==> config.mk <==
export PLATFORM = sky130hd
export DESIGN_NAME = mod997_accum_flat
export DESIGN_NICKNAME = d
export VERILOG_FILES = /design/src/rtl/mod997_accum_if.sv /design/src/rtl/mod997_accum.sv /design/src/flat_wrapper.sv
export SDC_FILE = /design/constraint.sdc
export NUM_CORES = 1
export LEC_CHECK = 0
export CAP_MARGIN = 20
export CORE_MARGIN = 4
export CORE_UTILIZATION = 55
export DETAILED_ROUTE_END_ITERATION = 12
export GPL_ROUTABILITY_DRIVEN = 0
export PLACE_DENSITY_LB_ADDON = 0.2
export SETUP_SLACK_MARGIN = 0.3
export SLEW_MARGIN = 0
export SYNTH_ARGS = -nofsm -noshare
export SYNTH_HDL_FRONTEND = slang
export SYNTH_SLANG_ARGS = --single-unit
==> constraint.sdc <==
create_clock -name clk -period 4.85 [get_ports clk]
set_input_delay 0.97 -clock clk [delete_from_list [all_inputs] [get_ports clk]]
set_output_delay 0.97 -clock clk [all_outputs]
set_load 0.01 [all_outputs]
==> src/rtl/mod997_accum_if.sv <==
// Term/result handshake bundle for mod997_accum.
// master: term producer + result consumer; slave: the accumulator.
interface mod997_accum_if #(
  parameter int W = 10
);
  logic         in_valid;
  logic         in_ready;
  logic [W-1:0] in_data;
  logic         in_last;
  logic         out_valid;
  logic         out_ready;
  logic [W-1:0] out_residue;
  logic [4:0]   out_count;
  logic         out_ovf;
  logic         out_err;

  modport master (
    output in_valid, in_data, in_last, out_ready,
    input  in_ready, out_valid, out_residue,
    input  out_count, out_ovf, out_err
  );

  modport slave (
    input  in_valid, in_data, in_last, out_ready,
    output in_ready, out_valid, out_residue,
    output out_count, out_ovf, out_err
  );
endinterface

==> src/rtl/mod997_accum.sv <==
// Accumulates partial residues mod MODULUS; ports: clk, rst_n, bus (slave).
// MOD997_RANGE_CHECK_EN: flag terms >= MODULUS in out_err, double reduce.
module mod997_accum #(
  parameter int MODULUS   = 997,
  parameter int W         = 10,
  parameter int MAX_TERMS = 17
) (
  input logic            clk,
  input logic            rst_n,
  mod997_accum_if.slave  bus
);

  typedef enum logic {ACC, DONE} state_t;

  localparam logic [W:0]   MOD_X  = (W+1)'(MODULUS);
  localparam logic [W-1:0] MOD_W  = W'(MODULUS);
  localparam logic [4:0]   LAST_C = 5'(MAX_TERMS - 1);

  state_t       state, state_d;
  logic [1:0]   rst_q;
  logic [W-1:0] acc;
  logic [4:0]   count;
  logic         ovf;
  logic         accept;
  logic         clr;
  logic         at_cap;
  logic [W:0]   sum;
  logic [W-1:0] sum1;
  logic [W-1:0] acc_n;

  // Release from reset only after two edges so the first accept is late.
  always_ff @(posedge clk or negedge rst_n) begin
    if (!rst_n) rst_q <= '0;
    else        rst_q <= {rst_q[0], 1'b1};
  end

  assign bus.in_ready    = (state == ACC) && rst_q[1];
  assign bus.out_valid   = (state == DONE);
  assign bus.out_residue = acc;
  assign bus.out_count   = count;
  assign bus.out_ovf     = ovf;

  assign accept = bus.in_valid && bus.in_ready;
  assign clr    = (state == DONE) && bus.out_ready;
  assign at_cap = (count == LAST_C);

  // acc < MODULUS, so one subtract leaves a value below 2^W.
  always_comb begin
    sum  = {1'b0, acc} + {1'b0, bus.in_data};
    sum1 = (sum >= MOD_X) ? W'(sum - MOD_X) : sum[W-1:0];
`ifdef MOD997_RANGE_CHECK_EN
    acc_n = (sum1 >= MOD_W) ? (sum1 - MOD_W) : sum1;
`else
    acc_n = sum1;
`endif
  end

  always_comb begin
    state_d = state;
    unique case (state)
      ACC: begin
        if (accept && (bus.in_last || at_cap)) state_d = DONE;
      end
      DONE: begin
        if (bus.out_ready) state_d = ACC;
      end
      default: state_d = ACC;
    endcase
  end

  always_ff @(posedge clk or negedge rst_n) begin
    if (!rst_n) state <= ACC;
    else        state <= state_d;
  end

  always_ff @(posedge clk or negedge rst_n) begin
    if (!rst_n) begin
      acc   <= '0;
      count <= '0;
      ovf   <= 1'b0;
    end else if (clr) begin
      acc   <= '0;
      count <= '0;
      ovf   <= 1'b0;
    end else if (accept) begin
      acc   <= acc_n;
      count <= count + 5'd1;
      ovf   <= !bus.in_last && at_cap;
    end
  end

`ifdef MOD997_RANGE_CHECK_EN
  logic err;

  always_ff @(posedge clk or negedge rst_n) begin
    if (!rst_n)      err <= 1'b0;
    else if (clr)    err <= 1'b0;
    else if (accept) err <= err | ({1'b0, bus.in_data} >= MOD_X);
  end

  assign bus.out_err = err;
`else
  assign bus.out_err = 1'b0;
`endif

endmodule

==> src/flat_wrapper.sv <==
// flat-port wrapper written by rule: the top's interface ports become plain ports
module mod997_accum_flat 
#(
  parameter int MODULUS   = 997,
  parameter int W         = 10,
  parameter int MAX_TERMS = 17
)
  (clk, rst_n, bus_in_valid, bus_in_data, bus_in_last, bus_out_ready, bus_in_ready, bus_out_valid, bus_out_residue, bus_out_count, bus_out_ovf, bus_out_err);
  mod997_accum_if #(.W(W)) bus_i ();
  input logic clk;
  input logic rst_n;
  input wire logic [$bits(bus_i.in_valid)-1:0] bus_in_valid;
  input wire logic [$bits(bus_i.in_data)-1:0] bus_in_data;
  input wire logic [$bits(bus_i.in_last)-1:0] bus_in_last;
  input wire logic [$bits(bus_i.out_ready)-1:0] bus_out_ready;
  output wire logic [$bits(bus_i.in_ready)-1:0] bus_in_ready;
  output wire logic [$bits(bus_i.out_valid)-1:0] bus_out_valid;
  output wire logic [$bits(bus_i.out_residue)-1:0] bus_out_residue;
  output wire logic [$bits(bus_i.out_count)-1:0] bus_out_count;
  output wire logic [$bits(bus_i.out_ovf)-1:0] bus_out_ovf;
  output wire logic [$bits(bus_i.out_err)-1:0] bus_out_err;
  assign bus_i.in_valid = bus_in_valid;
  assign bus_i.in_data = bus_in_data;
  assign bus_i.in_last = bus_in_last;
  assign bus_i.out_ready = bus_out_ready;
  assign bus_in_ready = bus_i.in_ready;
  assign bus_out_valid = bus_i.out_valid;
  assign bus_out_residue = bus_i.out_residue;
  assign bus_out_count = bus_i.out_count;
  assign bus_out_ovf = bus_i.out_ovf;
  assign bus_out_err = bus_i.out_err;
  mod997_accum #(.MODULUS(MODULUS), .W(W), .MAX_TERMS(MAX_TERMS)) u_core (.clk(clk), .rst_n(rst_n), .bus(bus_i));
endmodule
==> results of run 1 <==
[kinds of logic (layout without fill, tap and decap cells)]
kind of cell | after synthesis | after routing
buffers and inverters | 19 | 46
adders and majority gates | 15 | 15
xor gates and xnor gates | 13 | 13
and+or+nand+nor | 75 | 75
muxes | 5 | 5
other | 2 | 2
DFF | 19 | 19
AOI/OAI and AO/OA | 49 | 49
[worst max-delay path: cells and delay by family]
kind                     cells  cell delay, ns
AO/OA/AOI/OAI                3            0.79
adder cells (fa/ha/maj)      2            0.65
AND/OR/NAND/NOR              3            0.62
buffers and inverters        2            0.52
XOR/XNOR                     1            0.35
[how the worst max path moves through the flow]
stage | slack, ns | start | cells past startpoint | to
floorplan | 1.58 | bus_in_data[0] | 10 | u_core.bus.out_residue[8]
global placement | 0.93 | bus_in_data[0] | 11 | u_core.bus.out_residue[8]
detailed placement | 0.87 | bus_in_data[0] | 11 | u_core.bus.out_residue[8]
CTS | 1.16 | bus_in_data[0] | 11 | u_core.bus.out_residue[8]
global route | 0.90 | bus_in_data[0] | 11 | u_core.bus.out_residue[7]
finish | 1.14 | bus_in_data[0] | 11 | u_core.bus.out_residue[8]
[placed cells by master, fill, tap and decap left out, types with 3 or more instances in the layout]
cell type / count
clkdlybuf4s50_1: 32
dfrtp_1: 19
nand2_1: 16
nor2_1: 14
ha_1: 14
nand3_1: 11
inv_1: 10
a21oi_1: 10
xor2_1: 8
o21ai_0: 6
xnor2_1: 5
nand3b_1: 4
nor3_1: 4
o21a_1: 3
or3_1: 3
nor3b_1: 3
a31oi_1: 3
o31ai_1: 3
mux2i_1: 3
clkbuf_4: 3
[per-layer routing]
| metal | up-vias | part of all wire [%] | track usage [%] |
|---|---|---|---|
| met5 | - | 0 | 0 |
| met3 | 4 | 3.4 | 1.933 |
| li1 | 778 | - | - |
| met1 | 718 | 46 | 27.64 |
| met2 | 37 | 49 | 35.35 |
| met4 | 0 | 0.80 | 6.860 |
[power by group through the flow]
stage	logic, mW	registers (mW)	clock network, mW
2_1_floorplan	0.731	0.284	0
3_3_place_gp	0.966	0.271	0
3_5_place_dp	1.00	0.275	0
4_1_cts	1.01	0.272	0.0793
5_1_grt	1.11	0.285	0.0870
6_report	1.01	0.273	0.0745
[registers in the layout (all words and copies together) (netlist names)]
signal,cells
u_core.rst_q,2
u_core.bus.out_residue,10
u_core.bus.out_ovf,1
u_core.bus.out_valid,1
u_core.bus.out_count,5
[area by class of cell]
cell class | instances | area [sq um]
clock inverter | 1 | 5.005
fill | 256 | 947.2
timing repair buffer | 32 | 320.3
clock buffer | 3 | 22.52
inverter | 10 | 37.54
sequential | 19 | 475.5
tap | 44 | 55.05
multi-input combinational | 159 | 1165
[metrics by stage]
stage	power [mW]	hold slack, ns	cells	util, %	setup slack [ns]
2_1_floorplan	1.016	0.3312	197	-	1.581
3_3_place_gp	1.237	0.3340	264	67.81	0.9269
3_5_place_dp	1.274	0.3472	264	67.81	0.8681
4_1_cts	1.357	0.3723	268	68.72	1.159
5_1_grt	1.482	0.3849	268	68.72	0.9018
6_report	1.357	0.3680	268	68.72	1.136
==> impl_metrics.ini, run 1 <==
[route]
drc = 0
vias_per_cell = 5.735
detail-route-antenna-nets = 0
firstDrtPassIters = 4
routedWlPerCell_um = 14.98
drt-total-wl_um = 4015
drtIter0Drc = 97
vias = 1537

[worst_setup_path]
path_class = input pin to register
r2r_setup_slack_ns = 1.87
r2r_end = u_core.bus.out_residue[8]
cpPeakStageDelay_ns = 0.45
cp_max_fo = 4
crit_chain = clkdlybuf4s50_1, ha_1, inv_1, fa_1, nand2b_1, a21oi_1, xor2_1, nor3_1, or2b_1, o41a_1, o31ai_1
r2r-start = u_core.bus.out_residue[0]
cp.arrival_ns = 3.91
cpMaxStageDelayCell = clkdlybuf4s50_1
crit_required_ns = 5.04
endpoint_kind = register
cp-start-kind = input pin
reg2reg_depth = 10

[clock_network]
numCtsBuffers = 3
h-tree-depth = 1
cts_setup_buffers = 0
cts_root_buf = clkbuf_4
clk-insertion-delay-late_ns = 0.28
hold_buffers = 0
clkSlewWorstSetupHoldPaths_ns = 0.10
cts_tree = built
cts_buffer_depth = 2
post_cts_resized = 0
cts_sinks = 19

[placed_design]
port_buffers = 32
place_hpwl_um = 3236
placed_area_sq_um = 2053

[yosys]
synth_async_sr_flop_share_pct = 100.0
yosys_register_bits = 19
synth_nets = 227
syn-mean-instance-area_sq_um = 8.797
synthTopCellsByArea = dfrtp_1 (27%), ha_1 (10%), xor2_1 (4.0%)
synthDistinctLibCells = 61
syn_inst = 197
synth_top_area_share_pct = 27.44
synth_fa_ha_area_share_pct = 11.26
synth_xor_area_share_pct = 6.570
synth-warning-count = 0
synth_compound_area_share_pct = 22.17
synth_ff_type = dfrtp_1
yosysMostFrequentCell = dfrtp_1
synth-simple-area-share_pct = 23.75
synthesis.area_sq_um = 1733
synth_enable_flop_cells = 0
yosysTopAreaCell = dfrtp_1
ys_seq_area_share_pct = 27.44
yosys-top-cells-count = dfrtp_1 (19), nand2_1 (16), ha_1 (14), nor2_1 (14), nand3_1 (11)
synthMuxAreaShare_pct = 3.032
synth_top_family_by_area = simple AND/OR/NAND/NOR gates

[worst_hold_path]
holdPathStages = 0
hold_path_class = register to register
min_from = u_core.rst_q[0]
min_to = u_core.rst_q[1]

[sta]
tns_ns = 0
setup_viol = 0
rsz0062_at_grt = no
post-route-period-util_pct = 76.58
slew_headroom_pct = 46.82
hold_viol_final = 0
period_needed_ns = 3.714
skew_ns = 0.003220
clock.fmax_mhz = 269.2
slew_violations = 0
tightest_slew_ns = 0.7953

[power_and_ir_drop]
combPwrFrac_pct = 74.4
swShare_pct = 49.10
peakVddDrop_mv = 0.2871
power.internal_mw = 0.6908
seqPwrFrac_pct = 20.2
pwr-share-clk_pct = 5.5
p_leak_nw = 0.8583
power_density_nw_per_um2 = 652.2
power.switching_mw = 0.6663

[finish]
final_area_sq_um = 2081
antennaDiodeCount = 0
syn_to_final_growth_pct = 20.07
fin_nets = 255
final_layout_size_suffix_gt1_share_pct = 8.036

[run_status]
status = finished, final reports clean

[global_route]
grt_first_pass_wirelength_um = 7003
track_usage_pct = 20.77
grt-ovfl-total = 0
grt_max_degree = 23
antenna_found_initial = 0
grt_pass1_vias = 1576

[floorplanning]
io_pins = 34
core_sq_um = 3028
initial_utilization_pct = 57.23
die_w_um = 64.13
num_rows = 20
die_area_sq_um = 4113
dieHeight_um = 64.13

[flow_run]
drv_cap = 0
Power figures use the tool's default switching activity.
==> run 2: changes to the inputs <==
--- a/config.mk
+++ b/config.mk
@@ -7,7 +7,7 @@
 export LEC_CHECK = 0
 export CAP_MARGIN = 20
 export CORE_MARGIN = 4
-export CORE_UTILIZATION = 55
+export CORE_UTILIZATION = 47
 export DETAILED_ROUTE_END_ITERATION = 12
 export GPL_ROUTABILITY_DRIVEN = 0
 export PLACE_DENSITY_LB_ADDON = 0.2
==> constraint.sdc (replaced) <==
create_clock -name clk -period 3.3 [get_ports clk]
set_input_delay 0.66 -clock clk [delete_from_list [all_inputs] [get_ports clk]]
set_output_delay 0.66 -clock clk [all_outputs]
set_load 0.01 [all_outputs]
==> run 2 against run 1 <==
  * Power grew 96%
  * Register-to-register slack lost 1.2 ns
  * Sequential share of layout area shrank 3.5 points
  * Non-clock buffer count grew 23
  * Flip-flop and latch count is the same
  * Clock-buffer cell count grew 1
  * Critical endpoint unchanged
  * Cell count grew 9.7%
  * Core utilization grew 2.7 points
  * Combinational power grew 110%
==> impl_metrics.ini, run 2 (synthesized netlist as in run 1, its figures left out) <==
[global_route]
grt_max_degree = 23
grt_first_pass_wirelength_um = 7472
antenna_found_initial = 0
grt_pass1_vias = 1709
grt_use_met1_pct = 26.69
track_usage_pct = 20.85
grtUsageMet2_pct = 35.88
grt-ovfl-total = 0
grt_util_met3_pct = 2.755
busiest_layer = met2

[clock_network]
cts_tree = built
cts_root_buf = clkbuf_8
numCtsBuffers = 3
clkSlewWorstSetupHoldPaths_ns = 0.07
clk-insertion-delay-late_ns = 0.25
cts_buffer_depth = 2
cts_sinks = 19
h-tree-depth = 1

[sta]
hold_viol_final = 0
clock.fmax_mhz = 345.7
period_needed_ns = 2.893
post-route-period-util_pct = 87.66
slew_violations = 0
setup_viol = 0
setup_ws_ns = 0.4072
skew_ns = 0.003927
tightest_slew_ns = 0.8790
rsz0062_at_grt = no
hold_ws_ns = 0.3580
slew_headroom_pct = 41.22

[worst_setup_path]
cpPeakStageDelay_ns = 0.44
cpMaxStageDelayCell = or3_4
critPathTopFamily = compound AO/OA/AOI/OAI gates
crit_required_ns = 3.46
cp.arrival_ns = 3.05
r2r_end = u_core.bus.out_residue[8]
cp_max_fo = 8
cp_num_buf_inv = 1
cp_common_cell = o21a_1
endpoint_kind = register
cp-start-kind = input pin
crit_chain = clkdlybuf4s50_1, ha_1, o21a_1, o21a_1, and4_4, or3_4, a41oi_4, nor4_2, o31ai_1
crit_path_end = u_core.bus.out_residue[8]
reg2reg_depth = 10
path_depth = 9
r2r_setup_slack_ns = 0.67
path_class = input pin to register
r2r-start = u_core.bus.out_residue[0]
startpoint = bus_in_data[5]

[floorplanning]
dieHeight_um = 68.72
io_pins = 34
initial_utilization_pct = 50.35
die_w_um = 68.72
die_area_sq_um = 4722
core_sq_um = 3442
num_rows = 21

[finish]
antennaDiodeCount = 0
layout_commonest_cell = clkdlybuf4s50_1
fin_nets = 279
largest_reg_flops = 10
syn_to_final_growth_pct = 41.81
most-common-layout-cells = clkdlybuf4s50_1 (30), buf_4 (23), dfrtp_1 (19)
post-route-util_pct = 71.39
final_layout_size_suffix_gt1_share_pct = 24.19

[power_and_ir_drop]
pwr-share-clk_pct = 6.0
power.internal_mw = 1.421
combPwrFrac_pct = 78.3
peakVddDrop_mv = 0.4452
p_leak_nw = 1.019
seqPwrFrac_pct = 15.6
finalPower_mw = 2.660
swShare_pct = 46.57
power_density_nw_per_um2 = 1082
power.switching_mw = 1.239

[worst_hold_path]
min_from = u_core.rst_q[0]
hold_path_class = register to register

[placed_design]
place_hpwl_um = 3339
dp_slack_ns = -0.1398
port_buffers = 32

[route]
detail-route-antenna-nets = 0
routedWlPerCell_um = 16.86
vias = 1723
drt-total-wl_um = 4956
vias_per_cell = 5.861
firstDrtPassIters = 4
drc = 0
drtIter0Drc = 69

[flow_run]
drv_cap = 0

[run_status]
status = finished, final reports clean
run 2: cell types whose count changed in the layout (fill, tap and decap cells not counted), sizes merged:
cell           change
dlymetal6s2s       +2
a41oi              +1
buf               +23
clkbuf             +1
clkdlybuf4s50      -2
clkinv             -1
run 2: worst min-delay path by stage:
| stage | end | slack, ns | cells after the start |
|---|---|---|---|
| after floorplan | u_core.rst_q[1] | 0.33 | 0 |
| after global placement | u_core.rst_q[1] | 0.34 | 0 |
| after detailed placement | u_core.rst_q[1] | 0.34 | 0 |
| after CTS | u_core.rst_q[1] | 0.36 | 0 |
| after global routing | u_core.rst_q[1] | 0.37 | 0 |
| final | u_core.rst_q[1] | 0.36 | 0 |
run 2: final cells by class:
| type | instances | area [sq um] |
|---|---|---|
| Tap cell | 46 | 57.56 |
| Timing Repair Buffer | 55 | 498.0 |
| Clock buffer | 4 | 45.04 |
| Sequential cell | 19 | 475.5 |
| Inverter | 10 | 37.54 |
| Multi-Input combinational cell | 160 | 1344 |
| Fill cell | 262 | 984.7 |
run 2: per-stage QoR:
step                setup TNS (ns)  cell area, sq um  instances
finish                           0              2457        294
detailed placement         -0.7024              2198        285
global route                     0              2457        294
floorplan                        0              1733        197
global placement           -0.3666              2198        285
CTS                              0              2338        291
run 2: what timing repair did:
| item | in CTS | in global routing |
|---|---|---|
| hold buffers | 0 | 0 |
| gates cloned | 1 | 0 |
| resized for setup | 14 | 16 |
| setup buffers | 1 | 3 |
| endpoints found under the setup margin | 10 | 10 |
| pin swaps | 6 | 11 |
run 2: per-layer routing:
metal  wire length (um)  part of all wire, %
met3                189                  3.8
met4                 70                  1.4
met1               2150                   43
met5                  0                    0
met2               2546                   51
run 2: power by group through the flow:
stage               registers, mW  clock network [mW]  logic, mW
CTS                         0.401               0.164       1.85
global placement            0.398                   0       1.65
global route                0.425               0.175       2.25
detailed placement          0.404                   0       1.70
finish                      0.416               0.161       2.08
floorplan                   0.418                   0       1.07
run 2: worst reg2reg max path, cell delays in order, from the launching register on:
cell,delay (ns)
dfrtp_1,0.39
ha_2,0.21
inv_2,0.05
fa_2,0.40
nand2b_4,0.19
a21oi_4,0.19
xor2_2,0.23
nor3_2,0.07
or2b_1,0.26
o41a_1,0.37
o31ai_1,0.18
==> run 3: changes to the inputs <==
--- a/config.mk
+++ b/config.mk
@@ -6,6 +6,7 @@
 export NUM_CORES = 1
 export LEC_CHECK = 0
 export CAP_MARGIN = 20
+export CORE_ASPECT_RATIO = 0.75
 export CORE_MARGIN = 4
 export CORE_UTILIZATION = 47
 export DETAILED_ROUTE_END_ITERATION = 12
==> run 3 against run 2 <==
  * Clock-buffer cell count decreased by 1
  * Routed wire length shrank 2.7%
  * Sequential power hardly changed
==> impl_metrics.ini, run 3 (synthesized netlist as in run 1, its figures left out) <==
[global_route]
grt-ovfl-total = 0
track_usage_pct = 20.74
grt_first_pass_wirelength_um = 7831
antenna_found_initial = 0
grt_pass1_vias = 1688
grt_max_degree = 23

[power_and_ir_drop]
peakVddDrop_mv = 0.6833
power_density_nw_per_um2 = 1094
swShare_pct = 45.74
power.switching_mw = 1.262
pwr-share-clk_pct = 5.9
combPwrFrac_pct = 79.0
p_leak_nw = 1.031
seqPwrFrac_pct = 15.2
power.internal_mw = 1.497

[sta]
tightest_slew_ns = 0.8451
rsz0062_at_grt = no
post-route-period-util_pct = 88.63
setup_viol = 0
period_needed_ns = 2.925
skew_ns = 0.009017
slew_headroom_pct = 43.48
hold_ws_ns = 0.3587
slew_violations = 0
hold_viol_final = 0
clock.fmax_mhz = 341.9

[floorplanning]
dieHeight_um = 60.59
core_sq_um = 3423
initial_utilization_pct = 50.62
num_rows = 18
io_pins = 34
die_w_um = 78.12
die_area_sq_um = 4733

[finish]
syn_to_final_growth_pct = 45.56
fin_nets = 280
register_area_sq_um = 475.5
final_area_sq_um = 2522
layout_commonest_cell = clkdlybuf4s50_1
antennaDiodeCount = 0
final_layout_size_suffix_gt1_share_pct = 26.51
multiInputGateArea_sq_um = 1380
most-common-layout-cells = clkdlybuf4s50_1 (30), buf_4 (22), dfrtp_1 (19)
largest_reg_flops = 10
n_fill_cell = 245
finalNonFillerCells = 299

[placed_design]
dp.cells = 288
place_hpwl_um = 3460
port_buffers = 32
placed_area_sq_um = 2196

[worst_setup_path]
startpoint = bus_in_data[5]
cp.arrival_ns = 3.09
crit_required_ns = 3.46
endpoint_kind = register
r2r_end = u_core.bus.out_residue[8]
r2r_setup_slack_ns = 0.59
crit_path_end = u_core.bus.out_residue[8]
reg2reg_depth = 11
path_class = input pin to register
cp_max_fo = 7
cp-start-kind = input pin
r2r-start = u_core.bus.out_residue[0]

[clock_network]
clk-insertion-delay-late_ns = 0.26
cts_sinks = 19
clkSlewWorstSetupHoldPaths_ns = 0.08
numCtsBuffers = 3
cts_buffer_depth = 2
h-tree-depth = 1
cts_tree = built
cts_root_buf = clkbuf_8

[route]
detail-route-antenna-nets = 0
drtIter0Drc = 112
routedWlPerCell_um = 16.13
drt-total-wl_um = 4824
vias = 1665
vias_per_cell = 5.569
firstDrtPassIters = 4
drc = 0

[run_status]
status = finished, final reports clean

[worst_hold_path]
hold_path_class = register to register

[flow_run]
drv_cap = 0
## run 3: cell count changes in the layout (fill, tap and decap cells not counted), sizes merged
cell / change
dlygate4sd2: +1
clkbuf: -1
buf: +2
clkinv: +1
dlymetal6s2s: -1
a41oi: -1
## run 3: worst min-delay path by stage
stage / slack, ns / from / to / depth (start not counted)
6_report: 0.36 / u_core.rst_q[0] / u_core.rst_q[1] / 0
5_1_grt: 0.37 / u_core.rst_q[0] / u_core.rst_q[1] / 0
4_1_cts: 0.36 / u_core.rst_q[0] / u_core.rst_q[1] / 0
3_5_place_dp: 0.35 / u_core.rst_q[0] / u_core.rst_q[1] / 0
3_3_place_gp: 0.33 / u_core.rst_q[0] / u_core.rst_q[1] / 0
2_1_floorplan: 0.33 / u_core.rst_q[0] / u_core.rst_q[1] / 0
## run 3: worst max-delay path, stage by stage
cell	delay, ns
clkdlybuf4s50_1	0.51
ha_4	0.22
o21a_4	0.22
o21a_2	0.24
and4_4	0.19
or3_4	0.44
a41oi_4	0.18
buf_6	0.15
nor4_1	0.05
o31ai_1	0.23
## run 3: metrics by stage
stage | TNS, ns | total power [mW] | util [%] | setup slack, ns
floorplan | 0 | 1.493 | - | 0.3413
global placement | -0.5027 | 2.057 | 64.14 | -0.07853
detailed placement | -1.128 | 2.133 | 64.14 | -0.2191
CTS | 0 | 2.535 | 69.99 | 0.2736
global route | 0 | 2.969 | 73.68 | 0.2835
finish | 0 | 2.760 | 73.68 | 0.3753
## run 3: layer usage
| layer | GRT usage [%] | vias to the layer above | part of all wire [%] |
|---|---|---|---|
| met5 | 0 | - | 0 |
| li1 | - | 820 | - |
| met3 | 4.303 | 2 | 4.1 |
| met2 | 37.68 | 45 | 51 |
| met4 | 2.993 | 0 | 0.17 |
| met1 | 26.58 | 798 | 45 |
## run 3: area by class of cell
type | instances | share of cell area, %
Multi-Input combinational cell | 159 | 54.71
Timing Repair Buffer | 57 | 20.63
Sequential cell | 19 | 18.85
Tap cell | 50 | 2.480
Clock buffer | 3 | 1.637
Inverter | 10 | 1.488
Clock inverter | 1 | 0.1984
## run 3: power by group through the flow
stage          clock [mW]  sequential, mW  combinational, mW
5_1_grt             0.178           0.429               2.36
4_1_cts             0.168           0.405               1.96
2_1_floorplan           0           0.418               1.07
6_report            0.162           0.419               2.18
3_5_place_dp            0           0.409               1.72
3_3_place_gp            0           0.399               1.66
## run 3: repair_timing
item | CTS | global route
hold buffers | 0 | 0
endpoints found under the setup margin | 10 | 10
setup buffers | 4 | 3
gates resized for setup | 25 | 16
pin swaps | 12 | 7
